===== config.mk =====
export PLATFORM = sky130hd
export DESIGN_NAME = output_serializer_lanes
export DESIGN_NICKNAME = d
export VERILOG_FILES = /design/src/rtl/readout_pkg.sv /design/src/rtl/ser_hold_buffer.sv /design/src/rtl/output_serializer_lanes.sv
export SDC_FILE = /design/constraint.sdc
export NUM_CORES = 1
export LEC_CHECK = 0
export BUFFER_PORTS_ARGS = -buffer_cell sky130_fd_sc_hd__buf_2
export CAP_MARGIN = 10
export CORE_MARGIN = 5
export CORE_UTILIZATION = 58
export DETAILED_ROUTE_END_ITERATION = 10
export PLACE_DENSITY = 0.84
export SETUP_SLACK_MARGIN = 0.3
export SLEW_MARGIN = 10
export SYNTH_ARGS = -nofsm -noshare
export SYNTH_HDL_FRONTEND = slang
export SYNTH_SLANG_ARGS = --single-unit

===== constraint.sdc =====
create_clock -name CLK -period 2.7 [get_ports CLK]
set_input_delay 0.27 -clock CLK [delete_from_list [all_inputs] [get_ports CLK]]
set_output_delay 0.27 -clock CLK [all_outputs]
set_load 0.01 [all_outputs]

===== src/rtl/readout_pkg.sv =====
// Shared types and helpers for the readout serializer blocks.
package readout_pkg;

    typedef enum logic {
        IDLE  = 1'b0,
        SHIFT = 1'b1
    } ser_state_t;

    // Beat counter width, never narrower than one bit.
    function automatic int unsigned beat_cnt_width(input int unsigned beats);
        return (beats > 1) ? unsigned'($clog2(beats)) : 1;
    endfunction

endpackage


===== src/rtl/ser_hold_buffer.sv =====
// One-entry valid/ready holding register that feeds the serializer shifter.
module ser_hold_buffer #(
    parameter int unsigned WIDTH = 128
) (
    input  logic             CLK,
    input  logic             RST_N,
    input  logic [WIDTH-1:0] data_in,
    input  logic             load_valid,
    input  logic             drain,
    output logic             load_ready,
    output logic [WIDTH-1:0] hold_q,
    output logic             hold_full
);

    // Ready depends only on stored state, so an accept and a drain can share a cycle.
    assign load_ready = !hold_full || drain;

    always_ff @(posedge CLK) begin
        if (!RST_N) begin
            hold_q    <= '0;
            hold_full <= 1'b0;
        end else if (load_valid && load_ready) begin
            hold_q    <= data_in;
            hold_full <= 1'b1;
        end else if (drain) begin
            hold_full <= 1'b0;
        end
    end

endmodule


===== src/rtl/output_serializer_lanes.sv =====
// Multi-lane parallel-to-serial readout serializer with frame-sync strobe.
module output_serializer_lanes
    import readout_pkg::*;
#(
    parameter int unsigned WIDTH     = 128,
    parameter int unsigned LANES     = 1,
    parameter bit          MSB_FIRST = 1'b0
) (
    input  logic             CLK,
    input  logic             RST_N,
    input  logic [WIDTH-1:0] data_in,
    input  logic             load_valid,
    output logic             load_ready,
    output logic [LANES-1:0] data_out,
    output logic             frame_sync,
    output logic             busy
);

    localparam int unsigned BEATS = WIDTH / LANES;
    localparam int unsigned CW    = beat_cnt_width(BEATS);
    localparam logic [CW-1:0] LAST_BEAT = CW'(BEATS - 1);

    if (WIDTH % LANES != 0) begin : g_width_check
        $error("output_serializer_lanes: WIDTH must be a multiple of LANES");
    end

    ser_state_t       state_q;
    logic [CW-1:0]    cnt_q;
    logic [CW-1:0]    cnt_nxt;
    logic [WIDTH-1:0] word_q;
    logic [WIDTH-1:0] hold_q;
    logic [WIDTH-1:0] hold_ord;
    logic [LANES-1:0] beat_nxt;
    logic             hold_full;
    logic             last_beat;
    logic             drain;

    assign last_beat = (state_q == SHIFT) && (cnt_q == LAST_BEAT);
    assign drain     = hold_full && ((state_q == IDLE) || last_beat);
    assign busy      = (state_q == SHIFT) || hold_full;

    ser_hold_buffer #(
        .WIDTH (WIDTH)
    ) u_hold (
        .CLK        (CLK),
        .RST_N      (RST_N),
        .data_in    (data_in),
        .load_valid (load_valid),
        .drain      (drain),
        .load_ready (load_ready),
        .hold_q     (hold_q),
        .hold_full  (hold_full)
    );

    // Bit-reverse MSB-first words at load so every beat is a plain low-to-high slice.
    always_comb begin
        hold_ord = hold_q;
        if (MSB_FIRST) begin
            hold_ord = {<<{hold_q}};
        end
    end

    assign cnt_nxt  = cnt_q + CW'(1);
    assign beat_nxt = LANES'(word_q >> (32'(cnt_nxt) * LANES));

    always_ff @(posedge CLK) begin
        if (!RST_N) begin
            state_q    <= IDLE;
            cnt_q      <= '0;
            word_q     <= '0;
            data_out   <= '0;
            frame_sync <= 1'b0;
        end else begin
            frame_sync <= 1'b0;
            if (drain) begin
                state_q    <= SHIFT;
                cnt_q      <= '0;
                word_q     <= hold_ord;
                data_out   <= LANES'(hold_ord);
                frame_sync <= 1'b1;
            end else if ((state_q == SHIFT) && !last_beat) begin
                cnt_q    <= cnt_nxt;
                data_out <= beat_nxt;
            end else begin
                state_q  <= IDLE;
                cnt_q    <= '0;
                data_out <= '0;
            end
        end
    end

endmodule

Word-level counts from Yosys, hierarchy flattened --
Index checks and enable logic that the tools add are counted.
Cells by class: add/sub/neg operators 1, eq/ne operators 2, shift-type cells 1, multiplexer cells 7, bitwise gates (word level) 3, reductions and logical operators 11
Operators with widths (count):
- $shr A128 B7 Y1 | 1
- $add A7 B1 Y7 const B | 1
- $eq A7 B7 Y1 const B | 1
- $mux W1 | 7
- $logic_and A1 B1 Y1 | 4
- $logic_or A1 B1 Y1 | 3
- $not A1 Y1 | 3
- $reduce_or A3 Y1 | 1
- $logic_not A1 Y1 | 2
- $ne A2 B1 Y1 const B | 1
- $reduce_bool A2 Y1 | 1
Word-level totals: register bits after elaboration 267, input port bits 131, logic and storage cells 32

Depth between registers and ports, before layout --
Gate-level depths: netlist of run 1.
depth in word-level cells 7, gate-level depth with buffers 10, mapped depth without buffers 8

By module --
From an unflattened synthesis of run 1, not the netlist that was laid out.
Second synthesis, totals: cells, all modules 1259, area total of the unflattened synthesis 11574.9 um2
By module, submodules not included:
- output_serializer_lanes | instances 1, cells each 698, area each 6336.1 um2
- ser_hold_buffer | instances 1, cells each 561, area each 5238.8 um2

Least setup slack after synthesis of run 1 --
OpenSTA, ideal clock, no wires.
path kind register to register, from register cnt_q[1], to register data_out, library setup time 0.121 ns, arrival 2.252 ns, required time 2.579 ns, setup slack 0.327 ns, cell stages (with the launch flop) 11, buffers on the path 4, cells stage by stage dfxtp_1 > ha_1 > buf_6 > buf_12 > buf_12 > buf_12 > mux4_1 > a221oi_1 > nor4_1 > nor3_2 > o31ai_2
RTL lines:
- from (decl) | line output_serializer_lanes.sv:28 | logic [CW-1:0] cnt_q;
- from (signal assigned) | line output_serializer_lanes.sv:82 | cnt_q <= cnt_nxt;
- $add A7 B1 Y7 | line output_serializer_lanes.sv:63 | assign cnt_nxt = cnt_q + CW'(1);
- via cnt_nxt[1] | line output_serializer_lanes.sv:29 | logic [CW-1:0] cnt_nxt;
- $shr A128 B7 Y1 | line output_serializer_lanes.sv:64 | assign beat_nxt = LANES'(word_q >> (32'(cnt_nxt) * LANES));
- $mux W1 | line output_serializer_lanes.sv:81 | end else if ((state_q == SHIFT) && !last_beat) begin
- $mux W1 | line output_serializer_lanes.sv:75 | if (drain) begin
- to (signal assigned) | line output_serializer_lanes.sv:79 | data_out <= LANES'(hold_ord);
- to (signal assigned) | line output_serializer_lanes.sv:83 | data_out <= beat_nxt;
- to (decl) | line output_serializer_lanes.sv:14 | output logic [LANES-1:0] data_out,
The timed path passes the listed nets, and every way through them passes these cells. A chain may end at the register's enable or synchronous reset.

Final worst setup path of run 1 --
from register cnt_q[0], to register data_out
The elaborated chain is that of the path after synthesis.

==> metrics.txt, run 1 <==
status finished with violations; failing checks hold timing; Core Area 0.0188 mm²; WL met3 1730 µm; CTS max path bufs 3; crit end category flop; Via density 5.42; post-synthesis cell type count 46; H-tree levels 1; Met2 Wirelength 12,900 µm; drt pass-1 iters 5; DP Wirelength 15,500 µm; CTS Buf Count 26; CP Data Required Time 3.14 ns; CTS Sinks 267; Critical R2R Capture data_out; Power Dens Cells 622 mW/mm²; first-pass GRT wire length 43,000 µm; critical path arrival 2.82 ns; Clock transition at path regs 0.06 ns; Max Used Layer met4; reg-to-reg setup timing slack 0.32 ns; Tcrit/Tclk final 88.0%; Top Ports 135; final antenna-violating net count 0; maximum vdd drop 512 µV; gpl congestion 0.841; Fin. Hold Viols 1; Die H 149 µm; simple logic cell fraction of the synthesized area 20.1%; diode count 0; clk_lat worst skew 0.53 ns; CTS tree yes; worst min-delay path class in -> reg; main combinational cell family by area after synthesis simple AND/OR/NAND/NOR gates; initial antenna violation count 0; IO Port Bufs 134; largest net degree at the start of global routing 125; Clock Skew 0.0198 ns; Nets 1,571; top cells by area, synth dfxtp_1 (48%), nand2_1 (17%), a21boi_0 (17%), mux4_1 (4.9%), mux4_2 (2.2%); CP max FO 8; post-synth net total 1,395; grt total ovfl 0; multiplexer share of the synthesized area 7.15%; layout cells sized above 1 16.2%; initial core utilization 59.4%; HP Start data_in[23]; relative slew slack 54.4%; final WL 26,500 µm; mean area per synthesized cell 8.85 µm²; cell area after synthesis 0.0112 mm²; P&R area growth vs syn 23.3%; worst r2r path cells 8; per-cell routed wire length 15.4 µm; final core utilization 73.3%; fmax 421 MHz; adder-cell share of the synthesized area 0.112%; Die Wd 149 µm; hold_ws -0.000535 ns; maxcap violations 0; register area share after synthesis 47.8%; synthesized flop and latch total 267; vias in the first global route 9,062; Post-synth ARST share 0%; setup TNS after final layout 0 ns; setup repair after global routing missed its margin yes; final setup vio count 0; DIE AREA 0.0222 mm²; post-synthesis xor/xnor area fraction 0.638%; post-synthesis compound-gate area fraction 19.5%; leading area contributor after synthesis dfxtp_1; drt first-iter violations 565; Post-synth EDFFs 0; DRT met1 WL 11,000 µm; hold path cells 3; Total Routing Usage GR 23.2%; synthesized instance count 1,263; kind of critical path reg -> reg; Leak 5.31 nW; hold path endpoint u_hold.hold_q[23]; Max Transition Viols Final 0; min Tclk post-route 2.38 ns; CP startpoint kind flop; Crit Reg-Reg Startpoint cnt_q[0]; Ys Warns 0; Root Driver clkbuf_16; DRC 0; share of the synthesized area in the top cell type 47.8%; num rows 50; DR vias 9,307; Slew @ Worst Pin 0.684 ns; Synth Flop Type dfxtp_1
power by group:
group          leakage, nW  total, W  internal (W)  switching (W)
Clock                0.413   0.00360       0.00211        0.00149
Sequential            2.18   0.00420       0.00410      0.0000970
Combinational         2.71  0.000772      0.000375       0.000397
synthesized netlist by cell type, types with 2 or more instances:
| master | count |
|---|---|
| nor2b_1 | 13 |
| clkbuf_1 | 59 |
| a21oi_1 | 2 |
| inv_1 | 6 |
| dfxtp_1 | 267 |
| nor2_1 | 9 |
| and2b_2 | 3 |
| nor4_1 | 2 |
| a21boi_0 | 257 |
| xnor2_1 | 3 |
| buf_2 | 30 |
| nand2_1 | 520 |
| buf_12 | 3 |
| buf_6 | 2 |
| buf_4 | 4 |
| a211oi_1 | 4 |
| a221oi_1 | 12 |
| a32oi_2 | 2 |
| mux4_1 | 21 |
| nand3_1 | 4 |
| xor2_1 | 2 |
| mux4_2 | 11 |
| and3_1 | 3 |
| or4_1 | 2 |
cell families (layout without fill, tap and decap cells):
logic type,count (synthesis),after routing
and+or+nand+nor,566,566
AOI/OAI and AO/OA,285,285
muxes,32,32
adders and majority gates,1,1
DFF,267,267
buffers and inverters,106,301
xor gates and xnor gates,6,6
metal layers:
metal	vias to the layer above	global-route usage, %
met5	-	0
met4	0	7.64
met3	75	4.35
met2	319	39.7
met1	4361	29.9
li1	4552	-
cells in the final DEF, fill, tap and decap left out, types with 2 or more instances in the layout:
cell type	netlist	routed
buf_6	2	3
clkbuf_8	1	5
xor2_1	2	2
mux4_1	21	21
buf_2	30	133
clkbuf_1	59	8
and3_1	3	3
dfxtp_1	267	262
nor2b_1	13	12
clkbuf_16	0	26
nand3_1	4	4
or4_1	2	2
clkinvlp_4	0	2
dfxtp_2	0	4
o31a_2	1	2
a21boi_0	257	257
a211oi_1	4	3
inv_1	6	6
buf_12	3	7
nand2_1	520	519
mux4_2	11	11
buf_4	4	15
and2b_2	3	3
a221oi_1	12	11
nor4_1	2	2
xnor2_1	3	3
nor2_1	9	9
dlygate4sd3_1	0	89
bufinv_16	0	2
clkinv_2	0	3
metrics by stage:
| stage | cells | power [W] | setup WS [ns] | instance area, µm² | hold slack [ns] |
|---|---|---|---|---|---|
| CTS | 1710 | 0.00862 | 0.301 | 13700 | 0.000150 |
| global route | 1718 | 0.00893 | 0.168 | 13800 | 0.00355 |
| floorplan | 1263 | 0.00471 | 0.327 | 11200 | 0.415 |
| global placement | 1573 | 0.00491 | 0.207 | 11900 | 0.445 |
| finish | 1718 | 0.00858 | 0.324 | 13800 | -0.000535 |
| detailed placement | 1573 | 0.00494 | 0.163 | 11900 | 0.455 |
area by class of cell:
class | instances | area, µm²
clock buffers | 39 | 749
clock inverters | 8 | 106
fillers | 1308 | 5040
inverters | 6 | 22.5
multi-input cells | 890 | 5380
flip-flops and latches | 267 | 5350
well taps | 260 | 325
repair buffers | 248 | 1860
worst max-delay path: stages, from the launching register on:
cell	delay, ns
dfxtp_2	0.38
ha_4	0.23
buf_12	0.14
mux4_1	0.31
nor2b_1	0.15
a221oi_1	0.07
or4_1	0.57
a31o_1	0.25
o31ai_2	0.19
what timing repair did:
action / in CTS / in global routing
resized for setup: 6 / 14
setup endpoints to repair: 83 / 154
hold buffers: 89 / 0
pin swaps: 1 / 2
setup buffers: 1 / 8
endpoints found under the hold margin: 89 / 0
state kept, by name (all words and copies together) (netlist names):
name	cells
u_hold.hold_q	128
word_q	128
cnt_q	7
frame_sync	1
state_q	1
data_out	1
u_hold.hold_full	1
how the worst max path moves through the flow:
stage          startpoint       end  slack [ns]  cells past startpoint
2_1_floorplan    cnt_q[1]  data_out        0.33                     10
3_3_place_gp     cnt_q[1]  data_out        0.21                      8
3_5_place_dp     cnt_q[1]  data_out        0.16                      8
4_1_cts          cnt_q[0]  data_out        0.30                      7
5_1_grt          cnt_q[0]  data_out        0.17                      8
6_report         cnt_q[0]  data_out        0.32                      8
(Power assumes the default switching activity.)
==> inputs of run 2 (changes only) <==
Settings changed: CORE_UTILIZATION 58 to 50, PLACE_DENSITY 0.84 to 0.74, RECOVER_POWER from default to 50.
==> run 2 against run 1 <==
Critical path depth fell by 1. Sequential cell count did not move. Setup slack got worse by 0.027 ns. Clock power rose by 6.1%. Maximum frequency fell by 1.1%. Power rose by 2.8%. First-iteration DRC count fell by 6.9%. Combinational power rose by 2%. Non-clock buffer count rose by 20. Worst hold slack improved by 0.0078 ns. Utilization fell by 9.0 points. The run now ends clean.
==> metrics.txt, run 2 (same netlist as run 1, synthesis figures left out) <==
DR vias 8,964; vias in the first global route 8,770; status complete, no violations; Clk network pwr share 43.4%; Via density 5.09; clk_lat worst skew 0.53 ns; fmax 416 MHz; P&R area growth vs syn 25.7%; Core Area 0.0219 mm²; Placed Cells 1,592; drt first-iter violations 526; critical path arrival 2.85 ns; maxcap violations 0; Total Routing Usage GR 19.7%; WL met3 1340 µm; worst min-delay path class in -> reg; crit end category flop; layout cells sized above 1 15.4%; Clock Skew 0.00767 ns; IO Port Bufs 134; commonest non-fill, non-tap cell in the layout nand2_1; Top Ports 135; CTS Sinks 267; Clock transition at path regs 0.06 ns; worst-path cell chain ha_4, nand2_1, o31a_1, nor2b_4, clkbuf_4, nand2_1, a21boi_0; Largest regs u_hold.hold_q: 128 flops, word_q: 128 flops, cnt_q: 7 flops; fin cells 1,760; Root Driver clkbuf_16; FF+latch area 0.00535 mm²; per-cell routed wire length 14.8 µm; setup repair after global routing missed its margin yes; initial antenna violation count 0; CP max FO 62; FILL cells 1,797; kind of critical path reg -> reg; grt total ovfl 0; CP startpoint kind flop; largest net degree at the start of global routing 129; combinational share of power 9.0%; Die Wd 160 µm; Die H 160 µm; CTS Buf Count 27; Max Transition Viols Final 0; DRT met1 WL 12,300 µm; Met2 Wirelength 12,000 µm; Leak 5.41 nW; first-pass GRT wire length 43,400 µm; Nets 1,592; Net Sw Power 0.00202 W; setup TNS after final layout 0 ns; Slew @ Worst Pin 0.665 ns; hold_ws 0.00727 ns; P_int 0.00679 W; relative slew slack 55.7%; initial core utilization 51.1%; diode count 0; Max Used Layer met4; Power Dens Cells 627 mW/mm²; maximum vdd drop 440 µV; multi-input logic area 0.00536 mm²; H-tree levels 1; slowest cell delay on critical path 0.57 ns; DRC 0; CTS max path bufs 3; Tcrit/Tclk final 89.0%; final setup vio count 0; DIE AREA 0.0255 mm²; CTS tree yes; Sw Ratio 22.9%; crit path max-delay cell type clkbuf_4; drt pass-1 iters 5; final antenna-violating net count 0; Reg power frac 47.7%; final WL 26,000 µm; Fin. Hold Viols 0; num rows 54; commonest cells after routing, fill and taps aside nand2_1 (519), dfxtp_1 (263), a21boi_0 (257), buf_2 (130), dlygate4sd3_1 (114); gpl congestion 0.806; DP Wirelength 15,800 µm; CP Data Required Time 3.14 ns; min Tclk post-route 2.40 ns; critical path's most frequent cell nand2_1
==> run 2: changes by cell type in the layout (fill, tap and decap cells not counted), moves of 2 or more <==
cell	change
dlygate4sd3_1	+25
buf_4	-5
buf_6	-2
buf_2	-3
clkinv_4	+2
==> run 2: what timing repair did <==
item	in CTS	in global routing
hold endpoints to repair	111	3
hold buffers	111	3
endpoints found under the setup margin	2	6
setup buffers	1	4
gates resized for setup	4	7
pin swaps	1	1
==> run 2: through the flow <==
stage          utilization, %  area (µm²)  total power [W]  setup slack [ns]
3_3_place_gp             54.6       12000          0.00493             0.125
6_report                 64.2       14100          0.00881             0.296
4_1_cts                  64.0       14000          0.00887             0.248
3_5_place_dp             54.6       12000          0.00495            0.0457
5_1_grt                  64.2       14100          0.00919             0.157
2_1_floorplan               -       11200          0.00471             0.327
==> run 2: layout make-up <==
type	instances	area share, %
well taps	280	2.49
repair buffers	268	14.6
multi-input cells	890	38.1
flip-flops and latches	267	38.1
inverters	6	0.160
clock buffers	38	5.53
clock inverters	11	1.02
==> run 2: worst paths after layout <==
check / from / end / slack [ns] / cells past startpoint
setup / recovery: cnt_q[1] / word_q[5] / 0.30 / 7
hold / removal: data_in[43] / u_hold.hold_q[43] / 0.007 / 3
setup reg to reg: cnt_q[1] / word_q[5] / 0.30 / 7
hold reg to reg: word_q[0] / word_q[0] / 0.46 / 2
==> run 2: layer usage <==
metal  vias to the layer above  GRT usage (%)
li1                       4596              -
met1                      4140           27.9
met2                       198           31.7
met3                        30           3.88
met4                         0           3.96
met5                         -              0
==> run 2: power groups by stage <==
stage               Clock (W)  Sequential [W]  Combinational (W)
floorplan                   0         0.00425           0.000461
global placement            0         0.00428           0.000649
detailed placement          0         0.00429           0.000661
CTS                   0.00388         0.00420           0.000789
global route          0.00409         0.00421           0.000884
finish                0.00382         0.00420           0.000791
==> run 2: worst max-delay path: cells and delay by family (launching register included) <==
kind	cells	cell delay [ns]
AO/OA/AOI/OAI	2	0.60
adder cells (fa/ha/maj)	1	0.25
AND/OR/NAND/NOR	3	0.46
buffers and inverters	1	0.57
flip-flops	1	0.39
==> inputs of run 3 (changes only) <==
Settings changed: CELL_PAD_IN_SITES_DETAIL_PLACEMENT from default to 0, CELL_PAD_IN_SITES_GLOBAL_PLACEMENT from default to 1, CORE_UTILIZATION 50 to 44, PLACE_DENSITY 0.74 to 0.83, SLEW_MARGIN 10 to default.
==> run 3 against run 2 <==
Sequential power about the same. Utilization down 7.8 points. Register-to-register slack better by 0.05 ns. Critical endpoint is now data_out. Largest cell class is now flip-flops and latches. Largest power group unchanged.
==> metrics.txt, run 3 (same netlist as run 1, synthesis figures left out) <==
status complete, no violations; vias in the first global route 8,748; final WL 25,800 µm; Largest regs u_hold.hold_q: 128 flops, word_q: 128 flops, cnt_q: 7 flops; Slew @ Worst Pin 0.731 ns; final antenna-violating net count 0; multi-input logic area 0.00533 mm²; largest net degree at the start of global routing 129; DP Wirelength 16,300 µm; FF+latch area 0.00535 mm²; Clock Skew 0.00994 ns; clk_lat worst skew 0.53 ns; commonest cells after routing, fill and taps aside nand2_1 (520), dfxtp_1 (264), a21boi_0 (257), buf_2 (130), dlygate4sd3_1 (111); gpl congestion 0.764; Root Driver clkbuf_16; grt total ovfl 0; Tot Pwr 0.00897 W; Die Wd 169 µm; diode count 0; initial antenna violation count 0; Nets 1,593; DR vias 8,908; initial core utilization 44.5%; H-tree levels 1; Power Dens Cells 633 mW/mm²; CTS Buf Count 28; P&R area growth vs syn 26.7%; layout cells sized above 1 15.2%; drt pass-1 iters 4; commonest non-fill, non-tap cell in the layout nand2_1; CP Data Required Time 3.15 ns; CTS tree yes; per-cell routed wire length 14.2 µm; CP startpoint kind flop; crit end category flop; DRC 0; CTS max path bufs 3; CTS Sinks 267; worst min-delay path class in -> reg; Max Transition Viols Final 0; IO Port Bufs 134; CP max FO 6; Top Ports 135; hold_ws 0.00583 ns; Via density 4.91; setup TNS after final layout 0 ns; final setup vio count 0; num rows 58; setup repair after global routing missed its margin yes; DIE AREA 0.0287 mm²; FILL cells 2,346; fmax 424 MHz; Die H 169 µm; relative slew slack 51.3%; drt first-iter violations 584; kind of critical path reg -> reg; Tcrit/Tclk final 87.3%; Core Area 0.0251 mm²; Fin. Hold Viols 0; maxcap violations 0; maximum vdd drop 551 µV; Total Routing Usage GR 17.1%; min Tclk post-route 2.36 ns; first-pass GRT wire length 42,000 µm; critical path arrival 2.81 ns; Leak 5.44 nW; Clock transition at path regs 0.06 ns
==> run 3: cell count changes in the layout (fill, tap and decap cells not counted), sizes merged <==
cell         previous run  this run
bufinv                  3         4
clkinv                  6         5
clkbuf                 43        47
dlygate4sd3           114       111
buf                   149       152
inv                     7         6
==> run 3: report_power, final <==
group          total [W]  switching, W  internal, W
Combinational   0.000799      0.000398     0.000401
Sequential       0.00420     0.0000931      0.00411
Clock            0.00397       0.00153      0.00244
Total            0.00897       0.00202      0.00695
==> run 3: routing by layer <==
layer	GRT usage, %	share of wire (%)	up-vias
li1	-	-	4611
met1	24.5	50	4116
met2	27.9	45	144
met3	2.21	3.7	37
met4	3.85	1.8	0
met5	0	0	-
==> run 3: final timing paths <==
check	startpoint	to	slack (ns)	cells after the start
hold / removal	data_in[95]	u_hold.hold_q[95]	0.006	3
setup reg to reg	cnt_q[1]	data_out	0.34	8
hold reg to reg	word_q[64]	word_q[64]	0.46	2
setup / recovery	cnt_q[1]	data_out	0.34	8
==> run 3: critical path, cell delays in order, from the launching register on <==
cell      delay (ns)
dfxtp_1         0.39
ha_4            0.25
buf_12          0.14
mux4_1          0.32
nor2b_1         0.14
a221oi_1        0.06
or4_1           0.57
a31o_1          0.25
o31ai_2         0.16
==> run 3: through the flow <==
step | utilization [%] | worst slack, ns | std cells | cell area [µm²]
5_1_grt | 56.4 | 0.238 | 1813 | 14200
4_1_cts | 56.1 | 0.274 | 1805 | 14100
3_5_place_dp | 47.7 | 0.198 | 1642 | 12000
3_3_place_gp | 47.7 | 0.271 | 1642 | 12000
6_report | 56.4 | 0.342 | 1813 | 14200
2_1_floorplan | - | 0.327 | 1263 | 11200
==> run 3: layout make-up <==
cell class	instances	share of cell area [%]
sequential	267	37.7
multi-input combinational	890	37.6
timing repair buffer	268	14.7
clock buffer	42	5.67
tap	330	2.91
clock inverter	10	1.18
inverter	6	0.159
==> run 3: timing repair <==
| item | in CTS | in global routing |
|---|---|---|
| gates cloned | 0 | 1 |
| hold buffers | 111 | 0 |
| setup buffers | 0 | 7 |
| endpoints found under the setup margin | 2 | 35 |
| resized for setup | 3 | 7 |
| pin swaps | 0 | 1 |
| endpoints found under the hold margin | 111 | 0 |
